## config.mk

```make
export PLATFORM = sky130hd
export DESIGN_NAME = pwm_multi_flat
export DESIGN_NICKNAME = d
export VERILOG_FILES = /design/src/rtl/pwm_multi_if.sv /design/src/rtl/pwm_multi.sv /design/src/flat_wrapper.sv
export SDC_FILE = /design/constraint.sdc
export NUM_CORES = 1
export LEC_CHECK = 0
export CORE_MARGIN = 2
export CORE_UTILIZATION = 35
export DETAILED_ROUTE_END_ITERATION = 16
export SYNTH_ARGS = -nofsm -noshare
export SYNTH_HDL_FRONTEND = slang
export SYNTH_SLANG_ARGS = --single-unit
```

## constraint.sdc

```tcl
create_clock -name clk -period 3 [get_ports clk]
set_clock_uncertainty 0.05 [all_clocks]
set_input_delay 0.3 -clock clk [delete_from_list [all_inputs] [get_ports clk]]
set_output_delay 0.3 -clock clk [all_outputs]
set_load 0.05 [all_outputs]
```

## src/rtl/pwm_multi_if.sv

```systemverilog
// pwm_multi_if: control, duty-write and output bundle for the multi-channel PWM.
interface pwm_multi_if #(
    parameter int WIDTH      = 8,
    parameter int CHANNELS   = 4,
    parameter int PRESCALE_W = 8
);
    localparam int CW = CHANNELS > 1 ? $clog2(CHANNELS) : 1;
    logic                  en;
    logic [PRESCALE_W-1:0] prescale;
    logic                  wr_en;
    logic [CW-1:0]         wr_ch;
    logic [WIDTH-1:0]      wr_duty;
    logic [CHANNELS-1:0]   pwm_out;
    logic                  period_start;
    modport master(output en, prescale, wr_en, wr_ch, wr_duty, input pwm_out, period_start);
    modport slave(input en, prescale, wr_en, wr_ch, wr_duty, output pwm_out, period_start);
endinterface

```

## src/rtl/pwm_multi.sv

```systemverilog
// pwm_multi: shared prescaler/counter driving CHANNELS double-buffered compare outputs.
// Define PWM_CENTER_ALIGN_EN for an up/down (center-aligned) counter instead of a sawtooth.
module pwm_multi #(
    parameter int WIDTH      = 8,
    parameter int CHANNELS   = 4,
    parameter int PRESCALE_W = 8
) (
    input logic       clk,
    input logic       rst,
    pwm_multi_if.slave bus_if
);
    localparam logic [WIDTH-1:0] MAX = '1;
    localparam logic [WIDTH-1:0] ONE = WIDTH'(1);
    logic [PRESCALE_W-1:0] psc_q;
    logic [WIDTH-1:0]      cnt_q, cnt_d;
    logic [WIDTH-1:0]      shadow_q [CHANNELS];
    logic [WIDTH-1:0]      active_q [CHANNELS];
    logic [CHANNELS-1:0]   pwm_q, pwm_d;
    logic                  ps_q, en_q, tick, wrap;

    assign tick = bus_if.en && psc_q >= bus_if.prescale;

`ifdef PWM_CENTER_ALIGN_EN
    logic down_q, down_d;
    // Boundary is the downward tick that lands back on zero.
    assign wrap   = tick && down_q && cnt_q == ONE;
    assign cnt_d  = !tick ? cnt_q : (down_q || cnt_q == MAX) ? cnt_q - ONE : cnt_q + ONE;
    assign down_d = !tick ? down_q : down_q ? cnt_q != ONE : cnt_q == MAX;
    always_ff @(posedge clk) down_q <= !rst && bus_if.en && down_d;
`else
    assign wrap  = tick && cnt_q == MAX;
    assign cnt_d = tick ? cnt_q + ONE : cnt_q;
`endif

    always_comb begin
        pwm_d = '0;
        for (int i = 0; i < CHANNELS; i++) pwm_d[i] = active_q[i] == MAX || cnt_q < active_q[i];
    end

    always_ff @(posedge clk) begin
        if (rst) begin
            psc_q    <= '0;
            cnt_q    <= '0;
            pwm_q    <= '0;
            ps_q     <= 1'b0;
            en_q     <= 1'b0;
            shadow_q <= '{default: '0};
            active_q <= '{default: '0};
        end else begin
            en_q  <= bus_if.en;
            psc_q <= (!bus_if.en || tick) ? '0 : psc_q + 1'b1;
            cnt_q <= bus_if.en ? cnt_d : '0;
            pwm_q <= bus_if.en ? pwm_d : '0;
            ps_q  <= bus_if.en && (wrap || !en_q);
            // While disabled active tracks shadow so the first enabled period uses the latest writes.
            if (!bus_if.en || wrap) active_q <= shadow_q;
            if (bus_if.wr_en && 32'(bus_if.wr_ch) < CHANNELS) shadow_q[bus_if.wr_ch] <= bus_if.wr_duty;
        end
    end

    assign bus_if.pwm_out      = pwm_q;
    assign bus_if.period_start = ps_q;
endmodule

```

## src/flat_wrapper.sv

```systemverilog
// flat-port wrapper written by rule: the top's interface ports become plain ports
module pwm_multi_flat 
#(
    parameter int WIDTH      = 8,
    parameter int CHANNELS   = 4,
    parameter int PRESCALE_W = 8
)
  (clk, rst, bus_if_en, bus_if_prescale, bus_if_wr_en, bus_if_wr_ch, bus_if_wr_duty, bus_if_pwm_out, bus_if_period_start);
  pwm_multi_if #(.WIDTH(WIDTH), .CHANNELS(CHANNELS), .PRESCALE_W(PRESCALE_W)) bus_if_i ();
  input logic clk;
  input logic rst;
  input wire logic [$bits(bus_if_i.en)-1:0] bus_if_en;
  input wire logic [$bits(bus_if_i.prescale)-1:0] bus_if_prescale;
  input wire logic [$bits(bus_if_i.wr_en)-1:0] bus_if_wr_en;
  input wire logic [$bits(bus_if_i.wr_ch)-1:0] bus_if_wr_ch;
  input wire logic [$bits(bus_if_i.wr_duty)-1:0] bus_if_wr_duty;
  output wire logic [$bits(bus_if_i.pwm_out)-1:0] bus_if_pwm_out;
  output wire logic [$bits(bus_if_i.period_start)-1:0] bus_if_period_start;
  assign bus_if_i.en = bus_if_en;
  assign bus_if_i.prescale = bus_if_prescale;
  assign bus_if_i.wr_en = bus_if_wr_en;
  assign bus_if_i.wr_ch = bus_if_wr_ch;
  assign bus_if_i.wr_duty = bus_if_wr_duty;
  assign bus_if_pwm_out = bus_if_i.pwm_out;
  assign bus_if_period_start = bus_if_i.period_start;
  pwm_multi #(.WIDTH(WIDTH), .CHANNELS(CHANNELS), .PRESCALE_W(PRESCALE_W)) u_core (.clk(clk), .rst(rst), .bus_if(bus_if_i));
endmodule
```

======== Word level (Yosys, flattened, before mapping) ========
Index checks and enable logic that the tools add are counted.
cells by class
  add/subtract/negate cells ............... 2
  mux-type cells .......................... 3
  bitwise operators ....................... 2
  magnitude comparators ................... 7
  reductions and logical operators ........ 15
  equal/unequal tests ..................... 5
operators with widths
  operator                                                                       number
  8-bit == test (second input constant)                                          5
  32-bit bitwise mux                                                             1
  8-bit less-than comparator                                                     4
  8-bit by 1-bit adder with 8-bit output (second input constant)                 2
  8-bit demux with 2-bit select                                                  1
  8-bit >= comparator                                                            1
  8-bit 2-to-1 mux                                                               1
  1-bit logical OR                                                               7
  1-bit logical AND                                                              4
  2-bit OR reduction                                                             2
  3-bit >= comparator (second input constant)                                    1
  3-bit by 1-bit less-than comparator with 1-bit output (second input constant)  1
  2-bit inverter with 3-bit output                                               1
  1-bit zero test                                                                2
  1-bit inverter                                                                 1
storage, ports and cells
  word-level logic and storage cells ...... 47
  register bits after elaboration ......... 86

======== Logic depth before layout (Yosys ltp) ========
Gate-level depths: netlist (run 1).
  depth after elaboration ................. 6
  depth in mapped cells ................... 8
  mapped depth without buffers ............ 7

======== Worst setup path before layout (run 1) ========
No wires, ideal clock.
  path type ............................... register to register
  start ................................... register u_core.psc_q[0]
  end ..................................... register u_core.active_q[0] in the netlist's numbering
  setup time .............................. 0.072 ns
  cell stages (with the launch flop) ...... 9
  data required time ...................... 2.878 ns
  clock period less this slack ............ 2.080 ns
  path slack .............................. 0.920 ns
  buffers on the path ..................... 1
  data arrival time ....................... 1.958 ns
  cell sequence ........................... dfxtp_1 inv_1 ha_1 nand2b_4 a2111oi_4 o221ai_2 a21boi_4 buf_6 mux2i_1
between the ends
  word-level cells in the longest chain between the ends .. 4
RTL lines
  what                      line             text
  start: declaration        pwm_multi.sv:14  logic [PRESCALE_W-1:0] psc_q;
  start signal: assignment  pwm_multi.sv:51  psc_q <= (!bus_if.en || tick) ? '0 : psc_q + 1'b1;
  8-bit >= comparator       pwm_multi.sv:21  assign tick = bus_if.en && psc_q >= bus_if.prescale;
  1-bit logical AND         pwm_multi.sv:21
  1-bit logical AND         pwm_multi.sv:31  assign wrap = tick && cnt_q == MAX;
  1-bit logical OR          pwm_multi.sv:56  if (!bus_if.en || wrap) active_q <= shadow_q;
  end signal: assignment    pwm_multi.sv:56
  end: declaration          pwm_multi.sv:17  logic [WIDTH-1:0] active_q [CHANNELS];
No other way between the ends.
A chain may end at the register's enable or synchronous reset.

======== Worst setup path after layout (run 1) ========
  start ................................... register u_core.psc_q[0]
  end ..................................... register u_core.active_q[2] in the netlist's numbering
The elaborated chain is that of the path after synthesis.

==> results of run 1 <==
cell type report:
class,instances,area (um^2),share of cell area [%]
multi-input combinational,317,2440,47.4
sequential,86,1720,33.5
timing repair buffer,29,290,5.64
clock buffer,10,239,4.65
tap,168,210,4.09
inverter,39,146,2.85
clock inverter,6,97.6,1.90
Yosys cell counts (all sizes together) (2+ instances only):
library cell	count
xor2	4
xnor2	2
buf	5
clkbuf	13
a21oi	15
o2111ai	4
nand4	11
inv	39
mux2i	64
nand2b	70
nor2	43
o21ai	12
a211oi	8
nand3b	2
a21o	8
o31ai	2
or4	2
nand2	6
ha	38
or3	5
nand3	7
o22a	4
dfxtp	86
layout by cell type, fill, tap and decap left out, types with 9 or more instances in the layout:
| cell type | instances |
|---|---|
| nor2_1 | 43 |
| a21oi_1 | 15 |
| mux2i_1 | 64 |
| clkdlybuf4s50_1 | 25 |
| inv_1 | 39 |
| dfxtp_1 | 86 |
| nand4_1 | 11 |
| ha_1 | 38 |
| o21ai_0 | 10 |
| nand2b_1 | 69 |
| clkbuf_16 | 9 |
sequential cells by signal (all words and copies together) (netlist names):
register and flops:
u_core.active_q 32, u_core.bus_if.period_start 1, u_core.bus_if.pwm_out 4, u_core.cnt_q 8
u_core.en_q 1, u_core.psc_q 8, u_core.shadow_q 32
per-stage QoR:
step	setup slack, ns	instance area [um^2]
2_1_floorplan	0.920	4400
3_3_place_gp	0.523	4810
3_5_place_dp	0.467	4810
4_1_cts	0.705	5140
5_1_grt	0.566	5140
6_report	0.734	5140
how the worst max path moves through the flow:
stage | startpoint | to | slack [ns] | depth (start not counted)
floorplan | u_core.psc_q[0]$_SDFF_PP0_ | u_core.active_q[0]$_SDFFE_PP0P_ | 0.92 | 8
global placement | bus_if_prescale[0] | u_core.active_q[2]$_SDFFE_PP0P_ | 0.52 | 8
detailed placement | bus_if_prescale[0] | u_core.active_q[2]$_SDFFE_PP0P_ | 0.47 | 8
CTS | u_core.psc_q[0]$_SDFF_PP0_ | u_core.active_q[2]$_SDFFE_PP0P_ | 0.71 | 8
global route | u_core.psc_q[0]$_SDFF_PP0_ | u_core.active_q[31]$_SDFFE_PP0P_ | 0.57 | 8
finish | u_core.psc_q[0]$_SDFF_PP0_ | u_core.active_q[2]$_SDFFE_PP0P_ | 0.73 | 8
worst min-delay path, delay by kind of cell:
family / cells / cell delay, ns
multiplexers: 1 / 0.06
AND/OR/NAND/NOR: 1 / 0.11
buffers and inverters: 1 / 0.12
report_power, final:
group	internal (mW)	switching (mW)
Sequential	1.17	0.0173
Clock	0.767	0.481
Combinational	0.0991	0.0991
Total	2.03	0.598
kinds of logic (layout without fill, tap and decap cells):
family          count (synthesis)  in the layout  synth area share [%]
mux                            64             64                  14.6
compound gates                 59             59                  9.81
simple gates                  150            150                  19.1
buf+inv                        57             84                  5.46
fa+ha+maj                      38             38                  10.8
xor+xnor                        6              6                  1.19
flops                          86             86                  39.1
layer usage:
| layer | track usage (%) | routed length (um) |
|---|---|---|
| met1 | 19.7 | 4580 |
| met2 | 23.9 | 4060 |
| met3 | 3.74 | 318 |
| met4 | 4.52 | 136 |
| met5 | 0 | 0 |
==> results.json, run 1 <==
{
  "placedCellCount": 639,
  "first_iter_violations": 136,
  "p_total_mw": 2.63,
  "hold_violations": 0,
  "synth.top_cell.area_share_pct": 39.1,
  "crit_family": "compound AO/OA/AOI/OAI gates",
  "track_usage_pct": 14.8,
  "ioPinCount": 27,
  "holdPathStages": 3,
  "cts_buffer_depth": 2,
  "cap_violations": 0,
  "rrSetupSlack_ns": 0.73,
  "r2r_cells": 8,
  "ant_nets": 0,
  "fin_setup_tns_ns": 0,
  "fin_crit_sh_pct": 75.5,
  "die_w_um": 116,
  "synth-seq-cells": 86,
  "grt_max_degree": 96,
  "async_reset_ff_share_pct": 0,
  "post_cts_buffers": 0,
  "drc": 0,
  "status": "finished, final reports clean",
  "path_cells": "inv_1 -> ha_1 -> nand2b_4 -> a2111oi_4 -> o221ai_2 -> a21boi_4 -> buf_12 -> mux2i_1",
  "synthFlopType": "dfxtp_1",
  "netlist_instances": 460,
  "gp_congestion": 0.775,
  "critPathKind": "flip-flop to flip-flop",
  "clkSlewWorstSetupHoldPaths_ns": 0.07,
  "final_max_slew_viol_count": 0,
  "path_buf_inv": 2,
  "hold_slack_ns": 0.252,
  "grt_pass1_wl_um": 15400,
  "wirelength_um": 9090,
  "r2r_end": "u_core.active_q[2]$_SDFFE_PP0P_",
  "synth_nets": 520,
  "start_util_pct": 36.2,
  "crit_fanout": 32,
  "worstHoldPathType": "input pin to flip-flop",
  "via_per_inst": 4.83,
  "grt.overflow.total": 0,
  "diodes": 0,
  "p_leak_nw": 2.10,
  "grt_antenna_before_repair": 0,
  "ys_seq_area_share_pct": 39.1,
  "synthToLayoutAreaGrowth_pct": 16.9,
  "rsz0062_at_grt": "false",
  "fin_util_pct": 42.3,
  "routedWlPerCell_um": 13.9,
  "tightest_slew_ns": 0.713,
  "slowest_delay_ns": 0.40,
  "fin_cells": 655,
  "max-vdd-ir-drop_mv": 0.385,
  "syn-cell-area_mm2": 0.00440,
  "grt_pass1_vias": 3219,
  "firstDrtPassIters": 4,
  "p_per_area_mw_per_mm2": 512,
  "min_to": "u_core.active_q[24]$_SDFFE_PP0P_",
  "worstPathArrival_ns": 2.48,
  "slowest_stage": "dfxtp_1",
  "clock-sinks": 86,
  "worstHoldStart": "rst",
  "startpoint_type": "flip-flop",
  "die-area_mm2": 0.0135,
  "ys.warnings.count": 0,
  "endpoint_kind": "flip-flop",
  "slew_headroom_pct": 52.4,
  "nNetsFinal": 542,
  "hold_buffers": 0,
  "fp.dieH_um": 116,
  "htreeDepth": 3,
  "row_count": 40,
  "fmax_mhz": 441,
  "synth_edf_count": 0,
  "core_mm2": 0.0122,
  "required_ns": 3.21,
  "rr_startpoint": "u_core.psc_q[0]$_SDFF_PP0_",
  "drive_above_1_share_pct": 5.54,
  "clock_latency_ns": 0.34,
  "ctsResizeCount": 0,
  "clockRootBuffer": "clkbuf_16",
  "syn_avg_cell_area_um2": 9.57,
  "synth_area_leader_cell": "dfxtp_1",
  "dp_hpwl_um": 6620,
  "tritoncts": "yes",
  "finalSetupViolations": 0,
  "io_buffer_count": 26,
  "synth.distinct_cells": 38,
  "synth.area.top_cells": "dfxtp_1, mux2i_1, ha_1",
  "cts_buffers": 9,
  "nFillCells": 1215,
  "finalCriticalPeriod_ns": 2.27,
  "vias": 3162
}
Note: power is estimated with default switching activity, not from simulation.
==> run 2, diff against run 1 <==
==> constraint.sdc (replaced) <==
create_clock -name clk -period 1.9 [get_ports clk]
set_clock_uncertainty 0.05 [all_clocks]
set_input_delay 0.19 -clock clk [delete_from_list [all_inputs] [get_ports clk]]
set_output_delay 0.19 -clock clk [all_outputs]
set_load 0.05 [all_outputs]
==> run 2 against run 1 <==
Compared with the run above:
- the run now ends with setup timing left
- setup slack got worse by 0.86 ns
- wire length rose by 6.7%
- sequential power rose by 57%
- clock power rose by 34%
- final area rose by 5.5%
- combinational power rose by 84%
- register-to-register slack got worse by 0.84 ns
- die area did not move
- critical path type is now input pin to flip-flop
==> results.json, run 2 (same netlist as run 1, synthesis figures left out) <==
{
  "path_buf_inv": 4,
  "worstPathArrival_ns": 2.24,
  "io_buffer_count": 26,
  "nFillCells": 1195,
  "rsz0062_at_grt": "true",
  "nNetsFinal": 574,
  "rrSetupSlack_ns": -0.11,
  "final_common_cell": "dfxtp_1",
  "clkSlewWorstSetupHoldPaths_ns": 0.07,
  "crit_fanout": 10,
  "max-vdd-ir-drop_mv": 0.539,
  "firstDrtPassIters": 4,
  "top_regs": "u_core.active_q: 32 flops, u_core.shadow_q: 32 flops",
  "final_cell_mix": "dfxtp_1, nand2b_1, mux2i_1",
  "routedWlPerCell_um": 14.1,
  "tightest_slew_ns": 0.499,
  "clock-sinks": 86,
  "ant_nets": 0,
  "required_ns": 2.12,
  "clock_latency_ns": 0.34,
  "startpoint_type": "input pin",
  "drive_above_1_share_pct": 13.1,
  "seq_area_mm2": 0.00172,
  "critPathKind": "input pin to flip-flop",
  "via_per_inst": 4.81,
  "cts_buffers": 9,
  "grt_pass1_vias": 3345,
  "track_usage_pct": 15.5,
  "grt.overflow.total": 0,
  "tritoncts": "yes",
  "gp_congestion": 0.793,
  "hold_buffers": 0,
  "p_leak_nw": 2.25,
  "endpoint_kind": "flip-flop",
  "hold_slack_ns": 0.207,
  "grt_max_degree": 35,
  "finalSetupViolations": 35,
  "ioPinCount": 27,
  "grt_antenna_before_repair": 0,
  "fin_crit_sh_pct": 106,
  "diodes": 0,
  "finalCriticalPeriod_ns": 2.02,
  "htreeDepth": 3,
  "cap_violations": 0,
  "dp_slack_ns": -0.503,
  "start_util_pct": 36.2,
  "die-area_mm2": 0.0135,
  "status": "finished, violations left",
  "row_count": 40,
  "worstHoldPathType": "input pin to flip-flop",
  "fp.dieH_um": 116,
  "p_per_area_mw_per_mm2": 719,
  "fin_util_pct": 44.6,
  "hold_violations": 0,
  "first_iter_violations": 216,
  "final_area_mm2": 0.00543,
  "slew_headroom_pct": 66.6,
  "violations": "setup timing",
  "die_w_um": 116,
  "synthToLayoutAreaGrowth_pct": 23.4,
  "wirelength_um": 9710,
  "cts_buffer_depth": 2,
  "post_dp_cell_area_mm2": 0.00501,
  "fin_cells": 687,
  "fin_setup_tns_ns": -3.09,
  "slowest_stage": "clkdlybuf4s50_1",
  "drc": 0,
  "clockRootBuffer": "clkbuf_16",
  "setup_slack_ns": -0.122,
  "core_mm2": 0.0122,
  "multi_input_area_mm2": 0.00247,
  "fmax_mhz": 495,
  "vias": 3302,
  "placedCellCount": 666,
  "p_total_mw": 3.90,
  "grt_pass1_wl_um": 16200,
  "slowest_delay_ns": 0.46,
  "final_max_slew_viol_count": 0,
  "dp_hpwl_um": 7310,
  "crit_family": "buffers and inverters",
  "path_cells": "clkdlybuf4s50_1 -> inv_1 -> ha_1 -> a2111oi_4 -> o221ai_2 -> a21boi_4 -> buf_12 -> clkbuf_16 -> mux2i_1"
}
## run 2: worst reg2reg max path, stage by stage, from the launching register on
cell	delay, ns
dfxtp_2	0.34
inv_2	0.05
ha_4	0.20
nand2b_4	0.14
a2111oi_4	0.32
o221ai_2	0.18
a21boi_4	0.18
buf_12	0.15
clkbuf_16	0.17
mux2i_1	0.18
## run 2: final cells by class
class | count | share of cell area [%]
multi-input cells | 317 | 45.5
well taps | 168 | 3.87
flip-flops and latches | 86 | 31.7
clock buffers | 9 | 4.15
inverters | 39 | 2.70
clock inverters | 7 | 1.01
repair buffers | 61 | 11.0
## run 2: repair_timing
item	CTS	global route
setup buffers	1	2
gates cloned	0	2
setup endpoints to repair	40	42
hold endpoints to repair	0	0
pin swaps	11	6
resized for setup	5	8
## run 2: where the power goes
part,internal (mW),switching (mW),leakage [nW]
sequential,1.84,0.0259,0.697
clock,0.904,0.764,0.139
combinational,0.194,0.170,1.42
## run 2: path summary, 6_finish.rpt
path,start,endpoint,cells past startpoint
setup / recovery,bus_if_prescale[1],u_core.active_q[3]$_SDFFE_PP0P_,9
hold / removal,rst,u_core.active_q[27]$_SDFFE_PP0P_,3
setup reg to reg,u_core.psc_q[0]$_SDFF_PP0_,u_core.active_q[3]$_SDFFE_PP0P_,9
hold reg to reg,u_core.en_q$_SDFF_PP0_,u_core.bus_if.period_start$_SDFF_PP0_,1
## run 2: metal layers
layer | up-vias | global-route usage [%] | routed length (um)
met1 | 1528 | 20.0 | 4540
met2 | 73 | 25.8 | 4560
met3 | 18 | 3.43 | 420
li1 | 1683 | - | -
met4 | 0 | 5.48 | 186
met5 | - | 0 | 0
==> run 3, diff against run 2 <==
--- a/config.mk
+++ b/config.mk
@@ -5,9 +5,9 @@
 export SDC_FILE = /design/constraint.sdc
 export NUM_CORES = 1
 export LEC_CHECK = 0
-export CORE_MARGIN = 2
 export CORE_UTILIZATION = 35
 export DETAILED_ROUTE_END_ITERATION = 16
+export GPL_ROUTABILITY_DRIVEN = 0
 export SYNTH_ARGS = -nofsm -noshare
 export SYNTH_HDL_FRONTEND = slang
 export SYNTH_SLANG_ARGS = --single-unit
==> run 3 against run 2 <==
Compared with the run above:
- the run still ends with setup timing left
- final cell count decreased by 0.87%
- die area decreased by 3.4%
- clock power increased by 6%
- final area shrank 0.85%
- power is 2.7% higher
- hold slack got worse by 0.027 ns
- clock-buffer cell count increased by 1
- non-clock buffer count decreased by 6
- first-iteration DRC count down 35%
- critical path depth unchanged
- utilization down 0.20 points
==> results.json, run 3 (same netlist as run 1, synthesis figures left out) <==
{
  "die-area_mm2": 0.0130,
  "path_cells": "clkdlybuf4s50_1 -> ha_4 -> nand2b_4 -> a2111oi_4 -> o221ai_2 -> a21boi_4 -> buf_12 -> clkbuf_16 -> mux2i_1",
  "fin_cells": 681,
  "internal-power_mw": 3.06,
  "power.combinational.fraction_pct": 9.0,
  "crit_family": "buffers and inverters",
  "track_usage_pct": 15.9,
  "fmax_mhz": 496,
  "top_regs": "u_core.active_q: 32 flops, u_core.shadow_q: 32 flops",
  "required_ns": 2.13,
  "final_common_cell": "dfxtp_1",
  "tritoncts": "yes",
  "firstDrtPassIters": 4,
  "io_buffer_count": 26,
  "endpoint_kind": "flip-flop",
  "dp_hpwl_um": 6780,
  "p_per_area_mw_per_mm2": 744,
  "slowest_stage": "clkdlybuf4s50_1",
  "fp.dieH_um": 114,
  "switchingPower_mw": 0.943,
  "clock_power_share_pct": 44.3,
  "drc": 0,
  "crit_fanout": 8,
  "p_leak_nw": 2.23,
  "wirelength_um": 9590,
  "row_count": 40,
  "routedWlPerCell_um": 14.1,
  "drive_above_1_share_pct": 10.9,
  "core_mm2": 0.0121,
  "nNetsFinal": 568,
  "ant_nets": 0,
  "placedCellCount": 661,
  "cts_buffers": 9,
  "grt_antenna_before_repair": 0,
  "violations": "setup timing",
  "post_dp_cell_area_mm2": 0.00497,
  "synthToLayoutAreaGrowth_pct": 22.3,
  "final_area_mm2": 0.00538,
  "sw_frac_of_total_pct": 23.5,
  "clock-sinks": 86,
  "fin_setup_tns_ns": -2.79,
  "via_per_inst": 4.72,
  "start_util_pct": 36.3,
  "startpoint_type": "input pin",
  "slew_headroom_pct": 66.5,
  "rsz0062_at_grt": "true",
  "final_max_slew_viol_count": 0,
  "vias": 3213,
  "slowest_delay_ns": 0.51,
  "finalSetupViolations": 34,
  "grt_pass1_vias": 3235,
  "grt.overflow.total": 0,
  "diodes": 0,
  "hold_violations": 0,
  "worstPathArrival_ns": 2.24,
  "tightest_slew_ns": 0.500,
  "hold_buffers": 0,
  "path_buf_inv": 3,
  "max-vdd-ir-drop_mv": 0.437,
  "grt_max_degree": 59,
  "final_cell_mix": "dfxtp_1, nand2b_1, mux2i_1",
  "worstHoldPathType": "input pin to flip-flop",
  "critPathKind": "input pin to flip-flop",
  "die_w_um": 114,
  "setup_slack_ns": -0.115,
  "cap_violations": 0,
  "htreeDepth": 3,
  "fin_crit_sh_pct": 106,
  "cts_buffer_depth": 2,
  "finalCriticalPeriod_ns": 2.02,
  "nFillCells": 1197,
  "clkSlewWorstSetupHoldPaths_ns": 0.06,
  "clockRootBuffer": "clkbuf_16",
  "clock_latency_ns": 0.34,
  "grt_pass1_wl_um": 16000,
  "first_iter_violations": 141,
  "pwr-share-seq_pct": 46.7,
  "status": "finished, violations left",
  "ioPinCount": 27
}
==> run 3: worst min-delay path: stages <==
cell	delay [ns]
buf_2	0.14
nand2b_1	0.12
mux2i_1	0.06
==> run 3: routing by layer <==
metal	part of all wire, %	wire length [um]	global-route usage [%]
met1	50	4790	20.6
met3	2.8	273	4.50
met2	46	4420	25.9
met5	0	0	0
met4	1.2	116	4.76
==> run 3: final cells by class <==
| cell class | instances | area [um^2] | area share (%) |
|---|---|---|---|
| clock buffer | 10 | 229 | 4.25 |
| clock inverter | 6 | 71.3 | 1.32 |
| inverter | 39 | 146 | 2.72 |
| multi-input combinational | 317 | 2460 | 45.8 |
| sequential | 86 | 1720 | 32.0 |
| tap | 168 | 210 | 3.91 |
| timing repair buffer | 55 | 539 | 10.0 |
==> run 3: worst paths after layout <==
kind                         startpoint                               endpoint  slack [ns]  depth (start not counted)
max                  bus_if_prescale[0]        u_core.active_q[6]$_SDFFE_PP0P_       -0.12                          9
min                                 rst       u_core.active_q[26]$_SDFFE_PP0P_        0.18                          3
max reg2reg  u_core.psc_q[0]$_SDFF_PP0_        u_core.active_q[6]$_SDFFE_PP0P_       -0.12                          9
min reg2reg      u_core.en_q$_SDFF_PP0_  u_core.bus_if.period_start$_SDFF_PP0_        0.36                          1
==> run 3: metrics by stage <==
step	power [mW]	hold WS, ns	setup slack (ns)	util, %
after global placement	2.23	0.345	-0.446	41.1
after detailed placement	2.24	0.342	-0.477	41.1
final	4.01	0.180	-0.115	44.4
after global routing	4.16	0.190	-0.210	44.4
after CTS	4.06	0.146	-0.110	44.4
after floorplan	2.12	0.284	-0.0904	-
==> run 3: repair_timing <==
action,in CTS,in global routing
buffers inserted,2,0
gates cloned,2,1
gates resized for setup,5,1
pin swaps,1,1
setup endpoints to repair,48,48
hold endpoints to repair,0,0
==> run 3: power groups by stage <==
stage	clock network (mW)	logic, mW	registers, mW
floorplan	0	0.204	1.92
global placement	0	0.326	1.91
detailed placement	0	0.332	1.91
CTS	1.83	0.364	1.87
global route	1.90	0.393	1.87
finish	1.77	0.361	1.87
